===== config.mk =====
export PLATFORM = sky130hd
export DESIGN_NAME = mfi_trace_buffer
export DESIGN_NICKNAME = d
export VERILOG_FILES = /design/src/rtl/mfi_pkg.sv /design/src/rtl/mfi_fifo.sv /design/src/rtl/mfi_trace_buffer.sv
export SDC_FILE = /design/constraint.sdc
export NUM_CORES = 1
export LEC_CHECK = 0
export BUFFER_PORTS_ARGS = -buffer_cell sky130_fd_sc_hd__buf_2
export CAP_MARGIN = 10
export CORE_MARGIN = 5
export CORE_UTILIZATION = 35
export CTS_BUF_LIST = sky130_fd_sc_hd__clkbuf_16
export DETAILED_ROUTE_END_ITERATION = 10
export SYNTH_ARGS = -nofsm -noshare
export SYNTH_HDL_FRONTEND = slang
export SYNTH_SLANG_ARGS = --single-unit

===== constraint.sdc =====
create_clock -name clk -period 9.24 [get_ports clk]
set_input_delay 1.848 -clock clk [delete_from_list [all_inputs] [get_ports clk]]
set_output_delay 1.848 -clock clk [all_outputs]
set_load 0.05 [all_outputs]

===== src/rtl/mfi_pkg.sv =====
// mfi_pkg -- shared definitions for the MFI retirement trace buffer.
//   mfi_state_e : capture FSM states (IDLE / CAPTURE / FROZEN)
//   mfi_rec_t   : one captured retirement record (inst, pc, trap, seq)
//   MFI_*_W     : field widths used by the trace buffer and its storage
//   sat_inc16   : saturating increment for the 16-bit drop counter
package mfi_pkg;

  localparam int MFI_INST_W    = 32;
  localparam int MFI_PC_W      = 32;
  // The record struct cannot be parameterized, so the seq field is sized
  // for the widest supported SEQ_W; narrower counters are zero-extended.
  localparam int MFI_SEQ_MAX_W = 32;
  localparam int MFI_DROP_W    = 16;

  typedef enum logic [1:0] {
    ST_IDLE    = 2'd0,
    ST_CAPTURE = 2'd1,
    ST_FROZEN  = 2'd2
  } mfi_state_e;

  typedef struct packed {
    logic [MFI_INST_W-1:0]    inst;
    logic [MFI_PC_W-1:0]      pc;
    logic                     trap;
    logic [MFI_SEQ_MAX_W-1:0] seq;
  } mfi_rec_t;

  localparam int MFI_REC_W = $bits(mfi_rec_t);

  function automatic logic [MFI_DROP_W-1:0] sat_inc16(input logic [MFI_DROP_W-1:0] v);
    return (&v) ? v : v + 16'd1;
  endfunction

endpackage


===== src/rtl/mfi_fifo.sv =====
// mfi_fifo -- generic synchronous FIFO.
//   clk, reset_n     : clock, asynchronous active-low reset (empties the FIFO)
//   push, push_data  : write request and data; ignored when full unless a
//                      pop happens in the same cycle
//   pop              : read request; ignored when empty
//   pop_data         : head entry, driven to zero while empty
//   full, empty      : derived from pointers carrying one extra wrap bit
module mfi_fifo #(
  parameter int WIDTH = 8,
  parameter int DEPTH = 8
) (
  input  logic             clk,
  input  logic             reset_n,
  input  logic             push,
  input  logic [WIDTH-1:0] push_data,
  input  logic             pop,
  output logic [WIDTH-1:0] pop_data,
  output logic             full,
  output logic             empty
);

  localparam int AW = $clog2(DEPTH);

  logic [AW:0]      wr_ptr;
  logic [AW:0]      rd_ptr;
  logic [WIDTH-1:0] mem [DEPTH];
  logic             do_push;
  logic             do_pop;

  assign empty = (wr_ptr == rd_ptr);
  assign full  = (wr_ptr[AW] != rd_ptr[AW]) && (wr_ptr[AW-1:0] == rd_ptr[AW-1:0]);

  // A pop frees the head slot on the same edge, so a full FIFO can take a
  // push alongside it; a push at empty cannot feed a same-cycle pop.
  assign do_pop  = pop && !empty;
  assign do_push = push && (!full || do_pop);

  always_ff @(posedge clk or negedge reset_n) begin
    if (!reset_n) begin
      wr_ptr <= '0;
      rd_ptr <= '0;
    end else begin
      if (do_push) wr_ptr <= wr_ptr + 1'b1;
      if (do_pop)  rd_ptr <= rd_ptr + 1'b1;
    end
  end

  always_ff @(posedge clk) begin
    if (do_push) mem[wr_ptr[AW-1:0]] <= push_data;
  end

  // Storage is registered; zeroing while empty keeps the outputs at their
  // reset values without having to clear the array.
  assign pop_data = empty ? '0 : mem[rd_ptr[AW-1:0]];

endmodule


===== src/rtl/mfi_trace_buffer.sv =====
// mfi_trace_buffer -- captures core retirements (MFI) into a FIFO for a
// downstream consumer, numbering each offered record and counting drops.
//   clk, reset_n           : clock, asynchronous active-low reset
//   arm                    : level, capture enable
//   mfi_valid/trap/inst/pc_rdata : retirement interface from the core
//   out_valid/out_ready    : head-record handshake
//   out_inst/pc/trap/seq   : head record fields
//   drop_count             : saturating count of records lost to a full FIFO
//   state                  : current FSM state for debug
module mfi_trace_buffer
  import mfi_pkg::*;
#(
  parameter int DEPTH          = 8,
  parameter int SEQ_W          = 16,
  parameter bit FREEZE_ON_TRAP = 1'b1
) (
  input  logic                  clk,
  input  logic                  reset_n,
  input  logic                  arm,
  input  logic                  mfi_valid,
  input  logic                  mfi_trap,
  input  logic [MFI_INST_W-1:0] mfi_inst,
  input  logic [MFI_PC_W-1:0]   mfi_pc_rdata,
  output logic                  out_valid,
  input  logic                  out_ready,
  output logic [MFI_INST_W-1:0] out_inst,
  output logic [MFI_PC_W-1:0]   out_pc,
  output logic                  out_trap,
  output logic [SEQ_W-1:0]      out_seq,
  output logic [MFI_DROP_W-1:0] drop_count,
  output logic [1:0]            state
);

  mfi_state_e            state_reg, state_next;
  logic [SEQ_W-1:0]      seq_reg, seq_next;
  logic [MFI_DROP_W-1:0] drop_reg, drop_next;

  logic     offered;
  logic     pop_fire;
  logic     write_en;
  logic     dropped;
  logic     fifo_full;
  logic     fifo_empty;
  mfi_rec_t push_rec;
  mfi_rec_t pop_rec;

  assign offered  = (state_reg == ST_CAPTURE) && mfi_valid;
  assign pop_fire = out_valid && out_ready;
  assign write_en = offered && (!fifo_full || pop_fire);
  assign dropped  = offered && !write_en;

  always_comb begin
    push_rec      = '0;
    push_rec.inst = mfi_inst;
    push_rec.pc   = mfi_pc_rdata;
    push_rec.trap = mfi_trap;
    push_rec.seq  = MFI_SEQ_MAX_W'(seq_reg);
  end

  mfi_fifo #(
    .WIDTH (MFI_REC_W),
    .DEPTH (DEPTH)
  ) u_fifo (
    .clk       (clk),
    .reset_n   (reset_n),
    .push      (write_en),
    .push_data (push_rec),
    .pop       (pop_fire),
    .pop_data  (pop_rec),
    .full      (fifo_full),
    .empty     (fifo_empty)
  );

  assign out_valid  = !fifo_empty;
  assign out_inst   = pop_rec.inst;
  assign out_pc     = pop_rec.pc;
  assign out_trap   = pop_rec.trap;
  assign out_seq    = SEQ_W'(pop_rec.seq);
  assign drop_count = drop_reg;
  assign state      = state_reg;

  always_ff @(posedge clk or negedge reset_n) begin
    if (!reset_n) begin
      state_reg <= ST_IDLE;
      seq_reg   <= '0;
      drop_reg  <= '0;
    end else begin
      state_reg <= state_next;
      seq_reg   <= seq_next;
      drop_reg  <= drop_next;
    end
  end

  always_comb begin
    state_next = state_reg;
    seq_next   = seq_reg;
    drop_next  = drop_reg;

    // Records are only offered in CAPTURE, so the numbering step never
    // collides with the restart to zero on entry from IDLE.
    if (offered) seq_next = seq_reg + SEQ_W'(1);
    if (dropped) drop_next = sat_inc16(drop_reg);

    case (state_reg)
      ST_IDLE: begin
        if (arm) begin
          state_next = ST_CAPTURE;
          seq_next   = '0;
        end
      end
      ST_CAPTURE: begin
        // The trapping record itself is offered this cycle; capture stops
        // from the next cycle on.
        if (!arm)
          state_next = ST_IDLE;
        else if (FREEZE_ON_TRAP && offered && mfi_trap)
          state_next = ST_FROZEN;
      end
      ST_FROZEN: begin
        if (!arm) state_next = ST_IDLE;
      end
      default: state_next = ST_IDLE;
    endcase
  end

endmodule


==> results of run 1 <==
==> placed cells by master, fill, tap and decap left out, drive strengths merged, types with 14 or more instances in the layout <==
cell / instances
xnor2: 24
nand4: 14
buf: 197
nand2: 14
nor2: 112
dfrtp: 42
clkinv: 27
mux4: 162
xor2: 15
mux2i: 82
clkbuf: 77
nand3: 17
inv: 34
edfxtp: 648
==> power breakdown <==
| group | internal (mW) | leakage (nW) | switching [mW] | total (mW) |
|---|---|---|---|---|
| Combinational | 1.21 | 2.90 | 2.57 | 3.78 |
| Sequential | 3.64 | 6.32 | 0.172 | 3.82 |
| Clock | 1.63 | 1.24 | 1.18 | 2.81 |
| Total | 6.48 | 10.5 | 3.92 | 10.4 |
==> kinds of logic after synthesis <==
family	after synthesis
compound gates	3
xor+xnor	39
fa+ha+maj	4
buf+inv	62
flops	690
mux	248
simple gates	185
==> cell type report <==
class | count | area (sq um)
antenna | 4 | 10.0
clock buffer | 77 | 1930
clock inverter | 62 | 414
fill | 6614 | 44600
inverter | 4 | 15.0
multi-input combinational | 479 | 5900
sequential | 690 | 20500
tap | 978 | 1220
timing repair buffer | 197 | 1060
==> path summary, 6_finish.rpt <==
path / from / to / slack, ns / depth (start not counted)
worst max-delay path: u_fifo.rd_ptr[0] / out_seq[5] / 3.56 / 5
worst min-delay path: u_fifo.wr_ptr[3] / u_fifo.wr_ptr[3] / 0.48 / 1
worst max register to register: u_fifo.rd_ptr[0] / u_fifo.mem[4][65] / 5.39 / 7
worst min register to register: u_fifo.wr_ptr[3] / u_fifo.wr_ptr[3] / 0.48 / 1
max in group asynchronous: reset_n / u_fifo.rd_ptr[1] / 7.47 / 2
min in group asynchronous: reset_n / drop_count[0] / 1.32 / 2
==> worst max-delay path: stages (launching register included) <==
cell and delay (ns):
dfrtp_4 0.95, buf_4 0.90, mux4_2 0.60, mux2i_1 0.36
nor2_1 0.07, buf_2 0.24
==> per-layer routing <==
metal  track usage  routed length (microns)  vias up
li1              -                        -     5472
met1         0.182                    24300     6644
met2         0.239                    28700      261
met3        0.0269                     2670       68
met4        0.0364                      912        2
met5             0                        7        -
==> synthesized netlist by cell type (2+ instances only) <==
| cell | n |
|---|---|
| buf_1 | 13 |
| nand2b_1 | 4 |
| nand3_1 | 16 |
| and3_1 | 7 |
| xor2_1 | 15 |
| edfxtp_1 | 648 |
| mux4_2 | 162 |
| nor4_4 | 2 |
| clkbuf_1 | 19 |
| nand4_1 | 14 |
| dfrtp_1 | 42 |
| inv_1 | 4 |
| nand2_1 | 14 |
| ha_1 | 4 |
| and2_1 | 3 |
| nor2_1 | 112 |
| mux2_2 | 3 |
| buf_2 | 24 |
| mux2i_1 | 82 |
| xnor2_1 | 21 |
| nor3_1 | 4 |
| xnor2_4 | 2 |
| or2_2 | 2 |
==> results.py, run 1 <==
metrics = {
    "synthesis": {
        "synth_seq_cells": 690,
        "yosys.area_share.xor_xnor": 0.0145,
        "synth_mux_area_frac": 0.170,
        "synth_compound_gate_area_share": 0.000752,
        "syn_area_per_cell_sq_um": 21.6,
        "yosysSeqAreaShare": 0.770,
        "yosysTopAreaCell": "edfxtp_1",
        "yosys.area_share.simple": 0.0328,
        "synthAdderAreaFrac": 0.00188,
        "synth_top_family_by_area": "multiplexers",
        "synth_top_area_share": 0.731,
        "synth_edf_count": 648,
        "synth_cell_types": 37,
        "async_flop_share": 0.0609,
        "synth.area.top_cells": "edfxtp_1 (73%), mux4_2 (14%), dfrtp_1 (3.9%)",
        "synthFlopType": "edfxtp_1",
        "synth_area_sq_um": 26600,
        "yosys_warnings": 0,
        "synth_nets": 1305,
        "synth_cells": 1231,
    },
    "global_route": {
        "grt_max_degree": 65,
        "grt-ovfl-total": 0,
        "antenna_found_initial": 2,
        "grt_pass1_wl_microns": 86000,
        "grt_usage": 0.139,
        "first_global_vias": 13700,
    },
    "clock_tree": {
        "numCtsBuffers": 75,
        "clock-root-buffer": "clkbuf_16",
        "clk_pin_slew_worst_paths_ns": 0.05,
        "cts_hold_buf": 0,
        "cts.path.max_buffers": 3,
        "post_cts_buffers": 0,
        "clk_latency_ns": 0.61,
        "cts.htree.levels": 3,
        "cts-resized-gates": 0,
        "cts_tree": "done",
        "clock-sinks": 690,
    },
    "die": {
        "io_pins": 170,
        "fp.coreArea_sq_um": 75700,
        "die_x_microns": 286,
        "start_util": 0.352,
        "die_h_microns": 286,
        "die_area_sq_um": 81700,
        "num_rows": 101,
    },
    "sta": {
        "final.setup.tns_ns": 0,
        "finalClockSkew_ns": 0.0168,
        "tightest_slew_ns": 1.02,
        "min_period_ns": 5.68,
        "setup_viol": 0,
        "whs_ns": 0.481,
        "grt_setup_unrepaired": "false",
        "hold_viol": 0,
        "setup_ws_ns": 3.56,
        "period_share": 0.615,
        "drv_slew": 0,
        "max_freq_mhz": 176,
        "relSlewSlack": 0.320,
    },
    "route": {
        "viasPerCell": 5.00,
        "routedWlPerCell_microns": 22.7,
        "vias": 12400,
        "drc": 0,
        "wl_microns": 56600,
        "ant_nets": 0,
        "detail_route.first_pass.iterations": 5,
        "drtIter0Drc": 726,
    },
    "placed_design": {
        "pre_cts_slack_ns": 4.01,
        "place_inst": 2347,
        "place_area_sq_um": 28700,
        "hpwl_microns": 30800,
        "gp_congestion": 0.731,
        "port_buffers": 169,
    },
    "pwr": {
        "total_power_mw": 10.4,
        "power.density_nw_per_um2": 335,
        "peakVddDrop_v": 0.000157,
        "leakage_nw": 10.5,
    },
    "min_path": {
        "hold_path.class": "flop to flop",
    },
    "final_layout": {
        "final-instance-count-excl-fill": 2491,
        "nNetsFinal": 1521,
        "area_growth_syn_to_layout_pct": 16.7,
        "largest_register_ffs": 648,
        "stdcell_area_sq_um": 31100,
        "final_util": 0.410,
        "drive_above_1_share": 0.320,
    },
    "outcome": {
        "outcome": "completed",
    },
    "critical_path": {
        "arrival_ns": 3.84,
        "required_ns": 7.39,
        "worst-path-max-fanout": 49,
        "worstSetupEndpointType": "output pin",
        "worstSetupPathType": "flop to output pin",
        "worst_setup_path_start_kind": "flop",
    },
    "flow_run": {
        "drv_cap": 0,
    },
}
No activity file was read; power rests on OpenSTA's default activity.
==> run 2: changes to the inputs <==
- clock period: 9.24 -> 5.3 ns (I/O delays scaled with it)
==> run 2 against run 1 <==
  * Critical path depth stayed put
  * Routed wire length is 0.50% lower
  * First-iteration DRC count is 1.5% higher
  * Largest cell class unchanged
  * Highest routed layer unchanged
==> results.py, run 2 (synthesis gave the netlist of run 1 again) <==
metrics = {
    "sta": {
        "max_freq_mhz": 234,
        "hold_viol": 0,
        "setup_ws_ns": 1.02,
        "finalClockSkew_ns": 0.0215,
        "whs_ns": 0.487,
        "setup_viol": 0,
        "grt_setup_unrepaired": "false",
        "drv_slew": 0,
        "tightest_slew_ns": 1.22,
        "period_share": 0.807,
        "relSlewSlack": 0.187,
        "min_period_ns": 4.28,
    },
    "critical_path": {
        "crit_buf_inv": 2,
        "startpoint": "u_fifo.rd_ptr[1]",
        "crit_chain": "buf_4, mux4_2, mux2i_1, nor2_1, buf_2",
        "worst-path-max-fanout": 44,
        "worst_setup_path_start_kind": "flop",
        "worstSetupPathType": "flop to output pin",
        "critical_path.top_delay_family": "flip-flops",
        "worstSetupEndpointType": "output pin",
        "cpPeakStageDelay_ns": 0.88,
        "arrival_ns": 3.22,
        "r2r_start": "u_fifo.rd_ptr[1]",
        "slowest_stage": "dfrtp_4",
        "required_ns": 4.24,
    },
    "clock_tree": {
        "clock-sinks": 690,
        "cts.path.max_buffers": 3,
        "cts-resized-gates": 0,
        "cts.htree.levels": 3,
        "clk_pin_slew_worst_paths_ns": 0.06,
        "numCtsBuffers": 74,
        "clk_latency_ns": 0.61,
        "post_cts_buffers": 0,
        "cts_hold_buf": 0,
        "clock-root-buffer": "clkbuf_16",
        "cts_tree": "done",
    },
    "final_layout": {
        "nNetsFinal": 1520,
        "largest_register_ffs": 648,
        "final-instance-count-excl-fill": 2479,
        "fillers": 6559,
        "drive_above_1_share": 0.325,
        "final_common_cell": "edfxtp_1",
        "final_cell_mix": "edfxtp_1 (648), buf_2 (169), mux4_2 (162)",
        "area_growth_syn_to_layout_pct": 17.0,
    },
    "route": {
        "wl_microns": 56300,
        "drtIter0Drc": 737,
        "ant_nets": 0,
        "vias": 12400,
        "viasPerCell": 5.00,
        "detail_route.first_pass.iterations": 4,
        "drc": 0,
        "routedWlPerCell_microns": 22.7,
    },
    "placed_design": {
        "hpwl_microns": 30500,
        "port_buffers": 169,
        "place_inst": 2348,
        "pre_cts_slack_ns": 1.57,
        "gp_congestion": 0.738,
    },
    "die": {
        "start_util": 0.352,
        "die_x_microns": 286,
        "fp.coreArea_sq_um": 75700,
        "io_pins": 170,
        "num_rows": 101,
        "die_area_sq_um": 81700,
        "die_h_microns": 286,
    },
    "global_route": {
        "first_global_vias": 13300,
        "antenna_found_initial": 3,
        "grt_pass1_wl_microns": 84700,
        "grt_max_degree": 89,
        "grt_usage": 0.137,
        "grt-ovfl-total": 0,
    },
    "min_path": {
        "hold_path.class": "flop to flop",
        "hp-start": "u_fifo.rd_ptr[3]",
    },
    "flow_run": {
        "drv_cap": 0,
    },
    "outcome": {
        "outcome": "completed",
    },
    "pwr": {
        "switching_share": 0.376,
        "leakage_nw": 10.4,
        "power_frac_clock": 0.269,
        "internal-power_mw": 11.3,
        "power.density_nw_per_um2": 583,
        "peakVddDrop_v": 0.000335,
        "seqPwrFrac": 0.363,
        "pwr-share-comb": 0.368,
        "power.net_switching_mw": 6.82,
    },
}
[run 2: changes by cell type in the layout (fill, tap and decap cells not counted), moves of 4 or more]
cell,before,now
buf_12,0,8
buf_4,28,20
clkinv_1,15,11
clkinv_2,6,10
inv_1,30,20
[run 2: cell type report]
type / instances / area, sq um / area share
Tap cell: 978 / 1220 / 0.0393
Clock buffer: 76 / 1900 / 0.0610
Multi-Input combinational cell: 479 / 5910 / 0.190
Inverter: 4 / 15.0 / 0.000482
Clock inverter: 53 / 417 / 0.0134
Timing Repair Buffer: 197 / 1160 / 0.0371
Antenna cell: 2 / 5.00 / 0.000161
Sequential cell: 690 / 20500 / 0.659
[run 2: metal layers]
metal  track usage  vias up  share of wire
met2         0.230      249           0.50
met1         0.184     6603           0.44
met3        0.0245       73          0.041
li1              -     5470              -
met4        0.0391        4          0.019
met5             0        -        0.00060
[run 2: worst reg2reg max path, cell delays in order (launching register included)]
cell,delay [ns]
dfrtp_4,0.88
xnor2_2,0.20
nand3_4,0.18
o21a_1,0.23
nand2b_1,0.26
nor2_4,0.16
buf_4,0.71
[run 2: power by group through the flow]
stage / Combinational [mW] / Sequential (mW) / Clock [mW]
2_1_floorplan: 5.19 / 6.58 / 0
3_3_place_gp: 6.82 / 6.70 / 0
3_5_place_dp: 6.82 / 6.72 / 0
4_1_cts: 6.84 / 6.61 / 5.03
5_1_grt: 7.09 / 6.64 / 5.26
6_report: 6.67 / 6.60 / 4.88
[run 2: per-stage QoR]
| stage | power (mW) | area (sq um) | utilization | TNS [ns] |
|---|---|---|---|---|
| 2_1_floorplan | 11.8 | 26600 | - | -49.60 |
| 3_3_place_gp | 13.5 | 28800 | 0.381 | 0 |
| 3_5_place_dp | 13.5 | 28800 | 0.381 | 0 |
| 4_1_cts | 18.5 | 31100 | 0.411 | 0 |
| 5_1_grt | 19.0 | 31100 | 0.412 | 0 |
| 6_report | 18.2 | 31200 | 0.412 | 0 |
[run 2: path summary, 6_finish.rpt]
path                                           to  cells after the start  slack, ns
worst min-delay path             u_fifo.rd_ptr[3]                      1       0.49
worst max-delay path                  out_seq[15]                      5       1.02
worst min register to register   u_fifo.rd_ptr[3]                      1       0.49
min in group asynchronous           drop_count[0]                      2       0.53
max in group asynchronous        u_fifo.rd_ptr[0]                      2       4.31
worst max register to register  u_fifo.mem[2][41]                      6       2.28
==> run 3: changes to the inputs <==
- ABC_AREA: not set -> 1
- clock period: 5.3 -> 3.5 ns (I/O delays scaled with it)
==> run 3 against run 2 <==
  * Power grew 68%
  * Hold slack lost 0.32 ns
  * Sequential cell count is the same
  * Non-clock buffer count grew 22
  * Critical endpoint is now out_pc[19]
  * Critical path type unchanged
  * Clock skew shrank 0.0012 ns
  * Largest cell class unchanged
==> results.py, run 3 <==
metrics = {
    "outcome": {
        "outcome": "completed",
    },
    "sta": {
        "setup_ws_ns": 0.107,
        "whs_ns": 0.168,
        "hold_viol": 0,
        "max_freq_mhz": 295,
        "grt_setup_unrepaired": "true",
        "period_share": 0.969,
        "setup_viol": 0,
        "drv_slew": 0,
        "finalClockSkew_ns": 0.0203,
        "min_period_ns": 3.39,
        "relSlewSlack": 0.468,
        "tightest_slew_ns": 0.798,
    },
    "clock_tree": {
        "clk_latency_ns": 0.61,
        "clk_pin_slew_worst_paths_ns": 0.06,
        "cts.htree.levels": 3,
        "clock-root-buffer": "clkbuf_16",
        "cts.path.max_buffers": 3,
        "clock-sinks": 690,
        "numCtsBuffers": 77,
        "cts_tree": "done",
    },
    "die": {
        "fp.coreArea_sq_um": 78900,
        "die_x_microns": 292,
        "num_rows": 103,
        "io_pins": 170,
        "die_area_sq_um": 85300,
        "start_util": 0.353,
        "die_h_microns": 292,
    },
    "route": {
        "ant_nets": 0,
        "vias": 18000,
        "drc": 0,
        "detail_route.first_pass.iterations": 5,
        "routedWlPerCell_microns": 19.6,
        "drtIter0Drc": 1390,
        "wl_microns": 69800,
        "viasPerCell": 5.08,
    },
    "final_layout": {
        "final-instance-count-excl-fill": 3550,
        "nNetsFinal": 2508,
        "final_cell_mix": "edfxtp_1 (648), nor2_1 (594), o21ai_0 (238)",
        "final_common_cell": "edfxtp_1",
        "largest_register_ffs": 648,
        "drive_above_1_share": 0.149,
        "register_area_sq_um": 20500,
        "stdcell_area_sq_um": 32800,
        "fillers": 7274,
        "area_growth_syn_to_layout_pct": 18.0,
        "multi_input_area_sq_um": 6580,
    },
    "global_route": {
        "grt-ovfl-total": 0,
        "antenna_found_initial": 5,
        "first_global_vias": 18300,
        "grt_pass1_wl_microns": 107000,
        "grt_usage": 0.159,
        "grt_max_degree": 129,
    },
    "synthesis": {
        "yosys_warnings": 0,
        "synth.area.top_cells": "edfxtp_1 (70%), nor2_1 (8.3%), o21ai_0 (4.3%)",
        "synth_seq_cells": 690,
        "synth_area_sq_um": 27800,
        "yosysTopAreaCell": "edfxtp_1",
        "synth_cells": 2276,
        "synthFlopType": "edfxtp_1",
        "yosysSeqAreaShare": 0.737,
        "syn_area_per_cell_sq_um": 12.2,
        "synth_top_family_by_area": "simple AND/OR/NAND/NOR gates",
        "synth_mux_area_frac": 0,
        "synthAdderAreaFrac": 0.00180,
        "yosys.area_share.simple": 0.123,
        "synth_nets": 2350,
        "synth_top_area_share": 0.699,
        "synth_cell_types": 32,
        "synth_compound_gate_area_share": 0.103,
        "synth_commonest_cells": "edfxtp_1 (648), nor2_1 (614), o21ai_0 (238), nand2_1 (212), o21ai_1 (101)",
        "async_flop_share": 0.0609,
        "synth_edf_count": 648,
        "yosysMostFrequentCell": "edfxtp_1",
        "yosys.area_share.xor_xnor": 0.00535,
    },
    "critical_path": {
        "worst_setup_path_start_kind": "flop",
        "worstSetupEndpointType": "output pin",
        "arrival_ns": 2.69,
        "worstSetupPathType": "flop to output pin",
        "worst-path-max-fanout": 50,
        "required_ns": 2.80,
    },
    "pwr": {
        "total_power_mw": 30.5,
        "leakage_nw": 11.5,
        "power.density_nw_per_um2": 929,
        "peakVddDrop_v": 0.000638,
    },
    "placed_design": {
        "port_buffers": 169,
        "pre_cts_slack_ns": 0.397,
        "place_area_sq_um": 30100,
        "place_inst": 3398,
        "hpwl_microns": 35900,
        "gp_congestion": 0.805,
    },
    "flow_run": {
        "drv_cap": 0,
    },
    "min_path": {
        "hold_path.class": "primary input to asynchronous set/reset pin",
    },
}
[run 3: area by class of cell]
cell class | instances | area share
Timing Repair Buffer | 219 | 0.0549
Clock inverter | 62 | 0.0145
Inverter | 41 | 0.00491
Clock buffer | 79 | 0.0602
Multi-Input combinational cell | 1405 | 0.200
Antenna cell | 4 | 0.000305
Tap cell | 1050 | 0.0400
Sequential cell | 690 | 0.625
[run 3: power by group]
group | internal [mW] | leakage (nW) | total, mW | switching (mW)
Clock | 4.56 | 1.24 | 7.77 | 3.21
Sequential | 9.53 | 6.42 | 9.74 | 0.214
Combinational | 3.44 | 3.88 | 13.0 | 9.56
[run 3: worst paths after layout]
kind | startpoint | end | slack (ns) | cells past startpoint
max | u_fifo.rd_ptr[0] | out_pc[19] | 0.11 | 8
min reg2reg | state[1] | state[0] | 0.49 | 1
max reg2reg | u_fifo.rd_ptr[0] | u_fifo.mem[0][58] | 0.88 | 10
max in group asynchronous | reset_n | drop_count[14] | 2.63 | 2
min in group clk | arm | state[0] | 0.35 | 3
min | reset_n | drop_count[0] | 0.17 | 1
[run 3: routing by layer]
layer | wire length [microns] | GRT usage
met1 | 30400 | 0.211
met2 | 34600 | 0.271
met3 | 3520 | 0.0283
met4 | 1260 | 0.0466
met5 | 10 | 0
[run 3: logic make-up after synthesis]
| logic type | after synthesis |
|---|---|
| AND/OR/NAND/NOR | 873 |
| flip-flops | 690 |
| AO/OA/AOI/OAI | 511 |
| buffers and inverters | 181 |
| XOR/XNOR | 17 |
| adder cells (fa/ha/maj) | 4 |
[run 3: repair_timing]
item	4_1_cts	5_1_grt
resized for setup	20	25
hold buffers	0	0
endpoints found under the setup margin	74	46
buffers inserted	3	0
cloned	3	1
[run 3: critical path: stages, from the launching register on]
cell      delay [ns]
dfrtp_4         0.58
inv_8           0.13
buf_16          0.26
buf_6           0.26
nor2_1          0.07
o22ai_1         0.18
nor2_1          0.06
nor2_1          0.23
clkbuf_4        0.28
[run 3: metrics by stage]
| step | TNS (ns) | util |
|---|---|---|
| final | 0 | 0.416 |
| after global routing | -0.203 | 0.416 |
| after CTS | 0 | 0.415 |
| after detailed placement | 0 | 0.381 |
| after global placement | 0 | 0.381 |
| after floorplan | -155.24 | - |
